**src/rtl/irq_arbiter.sv**
```systemverilog
// Interrupt arbiter: edge-captured pending bits, CSR-programmable enables,
// fixed highest-index-wins priority and a non-nesting IDLE/REQ/SERVICE handshake.
module irq_arbiter #(
    parameter int N    = 64,
    parameter int NSRC = 16
) (
    input  logic            clk,
    input  logic            reset,
    input  logic            MIE,
    input  logic [NSRC-1:0] irqSrc,
    input  logic            syncExcept,
    input  logic            trapAck,
    input  logic            mret,
    input  logic [11:0]     CSR_addr,
    input  logic [N-1:0]    CSR_In,
    input  logic            CSR_WriteEnable,
    output logic [15:0]     interruptSignal,
    output logic            async,
    output logic [N-1:0]    mip,
    output logic [N-1:0]    mie,
    output logic            busy,
    output logic [1:0]      fsm_state
);

    localparam logic [1:0] IDLE    = 2'd0;
    localparam logic [1:0] REQ     = 2'd1;
    localparam logic [1:0] SERVICE = 2'd2;

    localparam logic [11:0] ADDR_MIE = 12'h304;
    localparam logic [11:0] ADDR_MIP = 12'h344;

    logic [1:0]      state;
    logic [NSRC-1:0] pending;
    logic [NSRC-1:0] enable;
    logic [NSRC-1:0] irq_prev;
    logic [3:0]      grant_idx;

    logic [NSRC-1:0] edges;
    logic [NSRC-1:0] eligible;
    logic [NSRC-1:0] clear_mask;
    logic [NSRC-1:0] pending_next;
    logic [3:0]      win_idx;
    logic [15:0]     win_onehot;
    logic            csr_mie_wr;
    logic            csr_mip_wr;
    logic            unused_bits;

    assign edges      = irqSrc & ~irq_prev;
    assign eligible   = pending & enable;
    assign csr_mie_wr = CSR_WriteEnable && (CSR_addr == ADDR_MIE);
    assign csr_mip_wr = CSR_WriteEnable && (CSR_addr == ADDR_MIP);
    assign unused_bits = ^CSR_In;

    // Later iterations overwrite earlier ones, so the highest eligible index wins.
    always_comb begin
        win_idx = 4'd0;
        for (int i = 0; i < NSRC; i++) begin
            if (eligible[i]) win_idx = 4'(i);
        end
    end

    assign win_onehot = 16'd1 << win_idx;

    // Clears (CSR write-0 and trap acknowledge) are applied first; new edges are
    // OR-ed in afterwards so a same-cycle set always survives.
    always_comb begin
        clear_mask = '1;
        if (csr_mip_wr) clear_mask = CSR_In[NSRC-1:0];
        if (state == REQ && trapAck) clear_mask = clear_mask & ~(NSRC'(1) << grant_idx);
    end

    assign pending_next = (pending & clear_mask) | edges;

    always_ff @(posedge clk) begin
        if (!reset) begin
            state           <= IDLE;
            pending         <= '0;
            enable          <= '0;
            irq_prev        <= '0;
            grant_idx       <= 4'd0;
            interruptSignal <= 16'd0;
            async           <= 1'b0;
        end else begin
            irq_prev <= irqSrc;
            pending  <= pending_next;
            if (csr_mie_wr) enable <= CSR_In[NSRC-1:0];

            case (state)
                IDLE: begin
                    if (MIE && (|eligible) && !syncExcept) begin
                        state           <= REQ;
                        grant_idx       <= win_idx;
                        interruptSignal <= win_onehot;
                        async           <= 1'b1;
                    end
                end
                REQ: begin
                    // trapAck has precedence over an abort in the same cycle.
                    if (trapAck) begin
                        state           <= SERVICE;
                        interruptSignal <= 16'd0;
                        async           <= 1'b0;
                    end else if (syncExcept || !MIE) begin
                        state           <= IDLE;
                        interruptSignal <= 16'd0;
                        async           <= 1'b0;
                    end
                end
                SERVICE: begin
                    if (mret) state <= IDLE;
                end
                default: begin
                    state           <= IDLE;
                    interruptSignal <= 16'd0;
                    async           <= 1'b0;
                end
            endcase
        end
    end

    assign mip       = N'(pending);
    assign mie       = N'(enable);
    assign busy      = (state != IDLE);
    assign fsm_state = state;

endmodule

```
**config.mk**
```make
export PLATFORM = sky130hd
export DESIGN_NAME = irq_arbiter
export DESIGN_NICKNAME = d
export VERILOG_FILES = /design/src/rtl/irq_arbiter.sv
export SDC_FILE = /design/constraint.sdc
export NUM_CORES = 1
export LEC_CHECK = 0
export BUFFER_PORTS_ARGS = -buffer_cell sky130_fd_sc_hd__buf_2
export CAP_MARGIN = 20
export CORE_MARGIN = 8
export CORE_UTILIZATION = 45
export DETAILED_ROUTE_END_ITERATION = 8
export PLACE_DENSITY_LB_ADDON = 0.15
export SLEW_MARGIN = 5
export SYNTH_ARGS = -nofsm -noshare
export SYNTH_HDL_FRONTEND = slang
export SYNTH_SLANG_ARGS = --single-unit
```
**constraint.sdc**
```tcl
create_clock -name clk -period 4.2 [get_ports clk]
set_input_delay 0.42 -clock clk [delete_from_list [all_inputs] [get_ports clk]]
set_output_delay 0.42 -clock clk [all_outputs]
set_load 0.05 [all_outputs]
```
# Word level (Yosys, flattened, before mapping)
# Index checks and enable logic that the tools add are counted.
dict set report word_totals {
  register_bits 71
  latch_bits 0
  ramBits 0
  romBits 0
  word_cells 68
  memories 0
}
dict set report classes {
  n_addsub 0
  multipliers 0
  div_mod_pow 0
  n_lt_le_gt_ge 0
  eq_ne 7
  shifts 2
  muxes 30
  bitwise_logic 8
  reduce_logical 14
}
# op n
set op_table {}
lappend op_table {{16-bit two-way mux} 5}
lappend op_table {{16-bit AND} 4}
lappend op_table {{4-bit two-way mux} 14}
lappend op_table {{16-bit case mux with 3 select lines} 1}
lappend op_table {{16-bit inverter} 2}
lappend op_table {{1-bit by 4-bit left shift with 16-bit output (first input constant)} 2}
lappend op_table {{12-bit by 10-bit equality test with 1-bit output (second input constant)} 2}
lappend op_table {{16-bit OR} 1}
lappend op_table {{16-bit OR reduction} 1}
lappend op_table {{2-bit two-way mux} 4}
lappend op_table {{2-bit case mux with 3 select lines} 1}
lappend op_table {{3-bit AND reduction} 2}
lappend op_table {{1-bit logical AND} 5}
lappend op_table {{1-bit two-way mux} 4}
lappend op_table {{2-bit != test (second input constant)} 2}
lappend op_table {{3-bit by 2-bit != test with 1-bit output (second input constant)} 1}
lappend op_table {{1-bit case mux with 3 select lines} 1}
lappend op_table {{2-bit by 1-bit equality test with 1-bit output (second input constant)} 1}
lappend op_table {{2-bit equality test (second input constant)} 1}
lappend op_table {{1-bit zero test} 2}
lappend op_table {{2-bit zero test} 1}
lappend op_table {{2-bit AND reduction} 1}
lappend op_table {{2-bit nonzero test} 1}
lappend op_table {{1-bit logical OR} 1}
lappend op_table {{1-bit inverter} 1}

# Longest topological paths before layout
# Gate-level depths: netlist of run 1.
dict set report logic_depth {
  word_depth 19
  ltp_mapped 6
  ltp_nobuf 5
}

# Worst setup path before layout of run 1
# No wires, ideal clock.
dict set report synth_timing {
  path_kind {reg-to-reg}
  start {register enable[9]}
  end {register grant_idx[1]}
  setup_time_ns 0.091
  t_arrival_ns 1.799
  path_slack_ns 2.310
  stages_incl_launch_ff 6
  path_buffers 0
  synth_period_minus_slack_ns 1.890
  path_cell_list {dfxtp_1 -> a22oi_1 -> and4_1 -> a21oi_1 -> nor2_1 -> a311oi_1}
}
dict set report synth_via {
  elab_chain_len 8
  word_cells_on_any_way 12
  classes_between {7 x mux; 1 x bitwise; 4 x reduce/logical}
}
# item line
set synth_lines {}
lappend synth_lines {{from (decl)} 34} ;# logic [NSRC-1:0] enable;
lappend synth_lines {{from (signal assigned)} 86} ;# if (csr_mie_wr) enable <= CSR_In[NSRC-1:0];
lappend synth_lines {{16-bit AND *} 49} ;# assign eligible = pending & enable;
lappend synth_lines {{4-bit two-way mux (7 in a row)} 58} ;# if (eligible[i]) win_idx = 4'(i);
lappend synth_lines {{to (signal assigned)} 92} ;# grant_idx <= win_idx;
lappend synth_lines {{to (decl)} 36} ;# logic [3:0] grant_idx;
# Mark *: on every way between the ends. The rest lies on a longest branch, timed or not.
# A chain may end at the register's enable or synchronous reset.

# Worst setup path after layout of run 1
dict set report layout_timing {
  start {register pending[9]}
  end {register interruptSignal[11]}
}
dict set report layout_via {
  elab_chain_len 11
  word_cells_on_any_way 16
  classes_between {1 x eq/ne; 1 x shift; 9 x mux; 1 x bitwise; 4 x reduce/logical}
}
# item line
set layout_lines {}
lappend layout_lines {{from (decl)} 33} ;# logic [NSRC-1:0] pending;
lappend layout_lines {{from (signal assigned)} 85} ;# pending <= pending_next;
lappend layout_lines {{16-bit AND *} 49}
lappend layout_lines {{4-bit two-way mux (7 in a row)} 58}
lappend layout_lines {{1-bit by 4-bit left shift with 16-bit output} 62} ;# assign win_onehot = 16'd1 << win_idx;
lappend layout_lines {{16-bit two-way mux} 90} ;# if (MIE && (|eligible) && !syncExcept) begin
lappend layout_lines {{16-bit case mux with 3 select lines} 88} ;# case (state)
lappend layout_lines {{to (signal assigned)} 93} ;# interruptSignal <= win_onehot;
lappend layout_lines {{to (decl)} 17} ;# output logic [15:0] interruptSignal,
# Mark *: on every way between the ends. The rest lies on a longest branch, timed or not. The select of a mux whose other input is x is not followed.

==> key figures, run 1 <==
Die
  – Initial Util: 46.47%
  – Die width: 105.6 µm
  – Chip Height: 105.6 µm
  – I/O pin count: 247
  – Die footprint: 11140 µm²
  – Std-Cell Core Area: 7767 µm²
  – Row Count: 32

Logic synthesis
  – Asr flop ratio synth: 0%
  – Synth top area share: 39.38%
  – Synth area leaders: dfxtp_1 39%, buf_4 20%, mux2i_1 4.4%, nor2_1 4.0%, nand2_1 3.7%
  – Syn Area/Cell: 8.891 µm²
  – Mapped Area: 3610 µm²
  – Mapped Cells: 406
  – Cell taking the most area after synthesis: dfxtp_1
  – Top post-synthesis cells by count: 96 x buf_4, 71 x dfxtp_1, 38 x nor2_1
  – Seq cells post-synth: 71
  – Synth warnings: 0
  – EDFF count, synth: 0
  – Seq/Total Area, Yosys: 39.38%
  – Netlist cell types: 47
  – Synth Flop Type: dfxtp_1
  – Most common cell in the netlist: buf_4

Global routing
  – Global-route wire length before repair: 15.78 mm
  – Initial antenna violation count: 0
  – Vias in the first global route: 3072
  – Largest net degree at the start of global routing: 39
  – Total GRT Usage: 17.34%
  – Gr ovfl total: 0

Clock tree
  – Post-CTS setup buffer count: 0
  – Hold_buf cts: 0
  – CTS Buf Count: 9
  – Clock Tree Root: clkbuf_8
  – H-tree lvl count: 3
  – Clock sink total: 71
  – Worst-Skew Late Latency: 0.35 ns
  – Resized cells post-CTS: 0
  – CTS tree: done
  – Worst-path clk slew: 0.08 ns
  – Clk buf depth: 2

Place
  – Post-DP Area: 3850 µm²
  – Input/output buffers: 102
  – Detail Placement HPWL: 8.004 mm
  – Placer congestion estimate: 0.7560
  – Dpl cells: 601

Route
  – DR WL/cell: 16.35 µm
  – Via count: 2993
  – Initial DRT Pass Iterations: 4
  – Routed WL: 10.09 mm
  – Drc violations: 0
  – Avg Vias per Cell: 4.851
  – Initial DRC Count: 162
  – Routed Antenna Nets: 0

Finish
  – Layout Nets: 609
  – Layout cell share with drive strength beyond 1: 24.66%
  – Cell area after layout: 4073 µm²
  – Area Overhead vs Synth: 12.83%
  – Diodes inserted: 0
  – Final core utilization: 52.43%
  – Final cell count without fillers: 617

STA
  – Tcrit/Tclk final: 47.85%
  – RSZ-0062 raised after global routing: false
  – Fin Setup TNS: 0 ns
  – Slew Viols, Final: 0
  – Fmax: 497.6 MHz
  – Final hold vios: 0
  – Worst-Margin Slew: 0.8295 ns
  – Clock skew: 0.01131 ns
  – Final setup viols: 0
  – Slew margin rel.: 44.54%
  – Minimum clock period: 2.010 ns
  – Hold slack: 0.2735 ns

Power
  – LEAKAGE: 2.007 nW
  – PwrDens: 406.3 nW/µm²
  – Worst vdd ir: 221.2 µV

Status
  – Status: finished, final reports clean

Setup path
  – Crit Path Class: reg -> reg
  – Top fanout value on the critical path: 17
  – Crit. End Element: flip-flop
  – WP data arrival: 2.30 ns
  – CP required: 4.49 ns
  – Reg2reg path depth: 5
  – Startpoint class of the critical path: flip-flop

Hold path
  – WHS Path Cells: 3
  – Hold Crit Class: in -> reg

Flow run
  – Max-cap violations: 0
-- logic make-up (layout without fill, tap and decap cells) --
family	count (synthesis)	after routing	share of synthesized area (%)
flip-flops	71	71	39.38
buffers and inverters	124	138	23.29
multiplexers	16	16	4.437
other	1	96	0.1039
AND/OR/NAND/NOR	109	109	14.56
AO/OA/AOI/OAI	85	85	18.23
-- power by group --
group / total [mW] / switching (mW) / internal (mW)
Clock: 0.610 / 0.259 / 0.351
Combinational: 0.328 / 0.286 / 0.0418
Sequential: 0.717 / 0.0207 / 0.696
-- worst paths after layout --
path | from | endpoint | slack, ns
max | pending[9] | interruptSignal[11] | 2.19
min | irqSrc[2] | irq_prev[2] | 0.27
max reg2reg | pending[9] | interruptSignal[11] | 2.19
min reg2reg | irq_prev[13] | pending[13] | 0.41
-- per-layer routing --
| layer | GRT usage (%) | vias to the layer above | wire (µm) |
|---|---|---|---|
| met5 | 0 | - | 0 |
| met4 | 6.131 | 0 | 125 |
| met3 | 6.516 | 11 | 1058 |
| met2 | 28.96 | 146 | 4668 |
| met1 | 19.89 | 1398 | 4234 |
| li1 | - | 1438 | - |
-- per-stage QoR --
| stage | total power [mW] | worst slack [ns] |
|---|---|---|
| 3_3_place_gp | 1.053 | 1.771 |
| 3_5_place_dp | 1.057 | 1.911 |
| 4_1_cts | 1.661 | 2.171 |
| 2_1_floorplan | 1.071 | 2.310 |
| 5_1_grt | 1.712 | 2.029 |
| 6_report | 1.655 | 2.190 |
-- worst max-delay path, cell delays in order (launching register included) --
cell     delay (ns)
dfxtp_1        0.34
a22oi_1        0.50
and4_1         0.34
nand2_2        0.09
a31oi_4        0.46
a22o_1         0.22
-- layout make-up --
cell class              count  area (µm²)
clock buffers              11       141.4
clock inverters             5       81.33
fillers                   771        3695
inverters                  19       71.32
multi-input cells         306        1704
flip-flops and latches     71        1421
well taps                 102       127.6
repair buffers            103       525.5
-- layout by cell type, fill, tap and decap left out, drive strengths merged, types with 3 or more instances in the layout --
cell type  netlist  final
nor3             4      4
mux2i           16     16
nor2            39     39
a21oi            5      5
nor4             3      3
dfxtp           71     71
o311ai           4      4
nand2           37     37
nand2b           4      4
inv             19     19
clkbuf           7     11
o21ai            5      5
o211ai          14     14
buf             98    103
a22o             9      9
conb             1     96
o22ai           16     16
nand3            8      8
o2bb2ai         12     12
a22oi            5      5
-- sequential cells by signal, summed over array words and instances (netlist names) --
register         cells
async                1
enable              16
fsm_state            2
grant_idx            4
interruptSignal     16
irq_prev            16
pending             16
No activity file was read; power rests on OpenSTA's default activity.
==> inputs of run 2 (changes only) <==
ABC_AREA = 1   (was not set)
CORE_UTILIZATION = 38   (was 45)
clock period = 1.65 ns   (was 4.2 ns; I/O delays follow)
==> run 2 against run 1 <==
Net effect:
- design area increased by 20%
- global-route usage decreased by 1.9 points
- sequential share of layout area decreased by 3.6 points
- die area increased by 17%
- non-clock buffer count increased by 66
- register-to-register slack got worse by 2.2 ns
- count of clock-buffer cells in the layout unchanged
- core utilization increased by 0.17 points
==> key figures, run 2 <==
Status
  – Status: finished, final reports clean

Logic synthesis
  – Synth warnings: 0
  – Mapped Cells: 480
  – Cell taking the most area after synthesis: dfxtp_1
  – Synth top area share: 38.93%
  – Seq/Total Area, Yosys: 38.93%
  – Mapped Area: 3651 µm²
  – Mux contribution to synthesized area: 0%
  – Fraction of the mapped netlist area in simple logic gates: 19.57%
  – Synth area leaders: dfxtp_1 39%, buf_4 20%, nand2_1 7.5%, nor2_1 5.2%, inv_1 5.0%
  – Netlist cell types: 31
  – Post-Synth XOR/XNOR Area: 0%
  – Synth Flop Type: dfxtp_1
  – Adder-Cell Fraction of Synth Area: 0%
  – EDFF count, synth: 0
  – Top post-synthesis cells by count: 96 x buf_4, 73 x nand2_1, 71 x dfxtp_1
  – Most common cell in the netlist: buf_4
  – Complex-gate fraction of the synthesized area: 13.88%
  – Largest family of logic cells by synthesized area: buffers and inverters
  – Asr flop ratio synth: 0%
  – Seq cells post-synth: 71
  – Syn Area/Cell: 7.606 µm²

Setup path
  – Slowest Stage Delay on Critical Path: 0.36 ns
  – CP cell instances: nand2_4 -> nand2_4 -> nor2_4 -> nand2_2 -> inv_2 -> a31oi_4 -> nor2_1 -> a211o_1 -> buf_12 -> nand2_2 -> inv_1 -> nor2_1 -> nor2_1
  – Crit. End Element: flip-flop
  – Slowest cell on crit path: dfxtp_4
  – Top fanout value on the critical path: 9
  – Startpoint class of the critical path: flip-flop
  – CP required: 1.89 ns
  – WP data arrival: 1.88 ns
  – CP most frequent cell: nor2_1
  – Crit Path Class: reg -> reg

Clock tree
  – Clock Tree Root: clkbuf_8
  – Worst-Skew Late Latency: 0.35 ns
  – Clk buf depth: 2
  – Worst-path clk slew: 0.09 ns
  – CTS tree: done
  – Clock sink total: 71
  – H-tree lvl count: 3
  – CTS Buf Count: 9

Die
  – Die footprint: 13000 µm²
  – Chip Height: 114.0 µm
  – Std-Cell Core Area: 9284 µm²
  – I/O pin count: 247
  – Row Count: 35
  – Initial Util: 39.33%
  – Die width: 114.0 µm

STA
  – Tcrit/Tclk final: 99.38%
  – Clock skew: 0.01378 ns
  – Fmax: 609.8 MHz
  – Min setup slack post-route: 0.01016 ns
  – RSZ-0062 raised after global routing: true
  – Final hold vios: 0
  – Final setup viols: 0
  – Minimum clock period: 1.640 ns
  – Slew Viols, Final: 0

Place
  – Detail Placement HPWL: 8.106 mm
  – Placer congestion estimate: 0.7632
  – Input/output buffers: 102
  – Post-DP Area: 4481 µm²
  – Pre-CTS setup slack: -0.03807 ns

Global routing
  – Gr ovfl total: 0
  – Largest net degree at the start of global routing: 33
  – Vias in the first global route: 3264
  – Global-route wire length before repair: 15.95 mm
  – Total GRT Usage: 15.48%
  – Initial antenna violation count: 0

Route
  – DR WL/cell: 13.17 µm
  – Via count: 3299
  – Met3 Routed Length: 1.006 mm
  – Drc violations: 0
  – Avg Vias per Cell: 4.235
  – Initial DRC Count: 88
  – Routed WL: 10.26 mm
  – Uppermost layer routed: met4
  – WL met1: 4.328 mm
  – Met2 wire len: 4.779 mm
  – Initial DRT Pass Iterations: 4
  – Routed Antenna Nets: 0

Finish
  – Most frequent cells in the layout: 102 x buf_2, 96 x conb_1, 60 x buf_4, 50 x nand2_1, 48 x nor2_1
  – Layout Nets: 744
  – Layout cell share with drive strength beyond 1: 40.62%
  – Commonest non-fill, non-tap cell in the layout: buf_2
  – Diodes inserted: 0
  – Cell area after layout: 4883 µm²
  – Area Overhead vs Synth: 33.76%

Power
  – Worst vdd ir: 492.0 µV
  – LEAKAGE: 2.601 nW
  – PwrDens: 826.7 nW/µm²

Flow run
  – Max-cap violations: 0

Hold path
  – Hold Crit Class: in -> reg
==> run 2: changes by cell type after synthesis, sizes merged, moves of 13 or more <==
cell	delta
a211oi	+17
a21oi	+13
inv	+35
mux2i	-16
nand2	+44
nor2	+13
==> run 2: power breakdown <==
group	leakage, nW	switching, mW	internal [mW]
Sequential	0.602	0.0322	1.75
Combinational	1.90	0.752	0.165
Clock	0.0994	0.689	0.647
Total	2.60	1.47	2.56
==> run 2: repair_timing <==
item,CTS,global route
hold buffers,3,0
cloned,1,0
endpoints found under the setup margin,9,18
setup buffers,4,5
gates resized for setup,21,15
hold endpoints to repair,3,0
pin swaps,11,21
==> run 2: cells by family after synthesis <==
group                  count (synthesis)
buffers and inverters                167
AO/OA/AOI/OAI                         76
other                                  1
AND/OR/NAND/NOR                      165
flip-flops                            71
==> run 2: critical path: cells and delay by family, from the launching register on <==
kind	cells	cell delay, ns
AOI/OAI and AO/OA	2	0.43
buffers and inverters	3	0.24
DFF	1	0.36
and+or+nand+nor	8	0.51
==> run 2: worst paths after layout <==
path                     start                  to  slack (ns)  depth (start not counted)
hold / removal       irqSrc[7]         irq_prev[7]        0.01                          3
setup / recovery   pending[13]  interruptSignal[2]        0.01                         13
hold reg to reg   irq_prev[10]         pending[10]        0.41                          1
setup reg to reg   pending[13]  interruptSignal[2]        0.01                         13
==> run 2: area by class of cell <==
class / instances / area [µm²]
Clock inverter: 5 / 37.54
Clock buffer: 11 / 152.6
Multi-Input combinational cell: 337 / 1733
Fill cell: 929 / 4400
Sequential cell: 71 / 1529
Tap cell: 129 / 161.4
Timing Repair Buffer: 169 / 1054
Inverter: 57 / 216.5
==> run 2: through the flow <==
stage | TNS [ns] | std cells | hold slack, ns | utilization (%) | power [mW]
after floorplan | -0.3546 | 575 | 0.2764 | - | 2.711
after global placement | -0.1170 | 752 | 0.3651 | 48.26 | 2.716
after detailed placement | -0.1614 | 752 | 0.3699 | 48.26 | 2.724
after CTS | -0.1187 | 775 | 0.001816 | 51.79 | 4.069
after global routing | -2.118 | 779 | 0.005598 | 52.60 | 4.219
final | 0 | 779 | 0.01479 | 52.60 | 4.037
==> run 2: metal layers <==
layer | global-route usage, % | vias to the layer above
met5 | 0 | -
met1 | 17.55 | 1466
met2 | 26.03 | 119
li1 | - | 1702
met3 | 5.969 | 12
met4 | 5.146 | 0
==> inputs of run 3 (changes only) <==
CAP_MARGIN = not set   (was 20)
GPL_TIMING_DRIVEN = 0   (was not set)
==> run 3 against run 2 <==
Net effect:
- the flow now finishes with violations (negative setup slack)
- non-clock buffer count grew 75
- sequential cell count unchanged
- power grew 5.4%
- critical path depth down 1
- clock power grew 3%
- global-route usage increased by 1.7 points
- worst hold slack worse by 0.0056 ns
- worst setup slack got worse by 0.075 ns
- core utilization rose by 6.4 points
- design area is 12% higher
- clock skew down 0.0012 ns
- critical path type unchanged
- highest routed layer unchanged
==> key figures, run 3 (synthesis gave the netlist of run 2 again) <==
Status
  – Failing checks: negative setup slack
  – Status: complete, but fails checks

STA
  – RSZ-0062 raised after global routing: true
  – Clock skew: 0.01260 ns
  – Fmax: 583.0 MHz
  – Final setup viols: 13
  – Slew Viols, Final: 0
  – Minimum clock period: 1.715 ns
  – Min setup slack post-route: -0.06524 ns
  – Tcrit/Tclk final: 104.0%
  – Slew margin rel.: 56.26%
  – Worst-Margin Slew: 0.6561 ns
  – Final hold vios: 0

Route
  – Routed Antenna Nets: 0
  – Initial DRT Pass Iterations: 4
  – Avg Vias per Cell: 4.198
  – Drc violations: 0
  – Via count: 3585
  – Initial DRC Count: 151
  – Uppermost layer routed: met4
  – Met3 Routed Length: 1.141 mm
  – Routed WL: 11.58 mm
  – DR WL/cell: 13.56 µm
  – Met2 wire len: 5.623 mm
  – WL met1: 4.676 mm

Power
  – LEAKAGE: 3.037 nW
  – Clock share of power: 32.5%
  – Power, Total: 4.254 mW
  – Gate power share: 25.2%
  – Worst vdd ir: 641.4 µV
  – Reg power frac: 42.3%
  – Net Sw Power: 1.486 mW
  – Switching part of the total: 34.93%
  – PwrDens: 777.0 nW/µm²
  – Internal power component: 2.768 mW

Finish
  – Most frequent cells in the layout: 124 x buf_4, 105 x buf_2, 96 x conb_1, 48 x inv_1, 47 x nand2_1
  – Area Overhead vs Synth: 49.97%
  – Layout cell share with drive strength beyond 1: 47.03%
  – Diodes inserted: 0
  – FILL cells: 918
  – Commonest non-fill, non-tap cell in the layout: buf_4
  – Layout Nets: 819
  – Cell area after layout: 5475 µm²

Clock tree
  – H-tree lvl count: 3
  – Worst-Skew Late Latency: 0.35 ns
  – CTS Buf Count: 9
  – Clock sink total: 71
  – Clk buf depth: 2
  – Clock Tree Root: clkbuf_8
  – CTS tree: done
  – Worst-path clk slew: 0.08 ns

Die
  – Std-Cell Core Area: 9284 µm²
  – Row Count: 35
  – Chip Height: 114.0 µm
  – I/O pin count: 247
  – Die footprint: 13000 µm²
  – Die width: 114.0 µm
  – Initial Util: 39.33%

Place
  – Placer congestion estimate: 0.8137
  – Post-DP Area: 4820 µm²
  – Pre-CTS setup slack: -0.2263 ns
  – Input/output buffers: 102
  – Detail Placement HPWL: 9.036 mm

Hold path
  – Hold Crit Class: in -> reg
  – WHS Path Cells: 3

Setup path
  – Startpoint class of the critical path: flip-flop
  – Reg2reg path depth: 12
  – WP data arrival: 1.94 ns
  – CP required: 1.87 ns
  – Top fanout value on the critical path: 5
  – Crit Path Class: reg -> reg
  – Crit. End Element: flip-flop

Global routing
  – Largest net degree at the start of global routing: 13
  – Gr ovfl total: 0
  – Initial antenna violation count: 0
  – Vias in the first global route: 3446
  – Global-route wire length before repair: 17.60 mm
  – Total GRT Usage: 17.15%

Flow run
  – Max-cap violations: 0
run 3: cell types whose count changed in the layout (fill, tap and decap cells not counted), sizes merged:
cell and change:
buf +67, clkbuf +12, clkinv -2, dlygate4sd3 -1, inv -1
run 3: cell type report:
class | instances | area, µm² | share of cell area, %
multi-input combinational | 337 | 1822 | 33.27
sequential | 71 | 1529 | 27.93
buffer | 110 | 795.8 | 14.53
timing repair buffer | 134 | 757.0 | 13.83
inverter | 57 | 215.2 | 3.931
clock buffer | 14 | 183.9 | 3.359
tap | 129 | 161.4 | 2.948
clock inverter | 2 | 11.26 | 0.2057
run 3: through the flow:
step	hold WS [ns]	instances	utilization, %	TNS, ns
after floorplan	0.2764	575	-	-0.3546
after global placement	0.3642	806	51.91	-4.860
after detailed placement	0.3682	806	51.91	-6.558
after CTS	0.0003356	847	56.97	-0.7590
after global routing	0.01690	854	58.98	-2.780
final	0.009213	854	58.98	-0.3437
run 3: final timing paths:
check | from | to | slack [ns]
setup reg to reg | enable[13] | interruptSignal[4] | -0.07
hold / removal | irqSrc[8] | irq_prev[8] | 0.009
setup / recovery | enable[13] | interruptSignal[4] | -0.07
hold reg to reg | irq_prev[12] | pending[12] | 0.42
run 3: worst max-delay path, cell delays in order, from the launching register on:
cell and delay (ns):
dfxtp_4 0.37, nand2_4 0.08, nand2_4 0.08, nor2_4 0.04, nand2_2 0.06, inv_2 0.05
a31oi_4 0.15, nor2_2 0.06, a211o_1 0.25, buf_6 0.14, buf_6 0.12, a21oi_2 0.13
nor2_1 0.05
run 3: timing repair:
item                                    CTS  global route
gates cloned                              2             0
hold buffers                              2             0
endpoints found under the setup margin   19            28
pin swaps                                15            20
gates resized for setup                  25            34
setup buffers                            21             7
hold endpoints to repair                  2             0
run 3: routing by layer:
layer / GRT usage [%] / vias to the layer above
met3: 6.339 / 10
met4: 5.679 / 0
met1: 18.90 / 1586
li1: - / 1855
met5: 0 / -
met2: 29.73 / 134
run 3: power groups by stage:
stage               combinational (mW)  clock [mW]  sequential (mW)
global placement                  1.01           0             1.83
global route                      1.13        1.48             1.81
CTS                               1.05        1.40             1.79
finish                            1.07        1.38             1.80
detailed placement                1.02           0             1.83
floorplan                        0.749           0             1.96
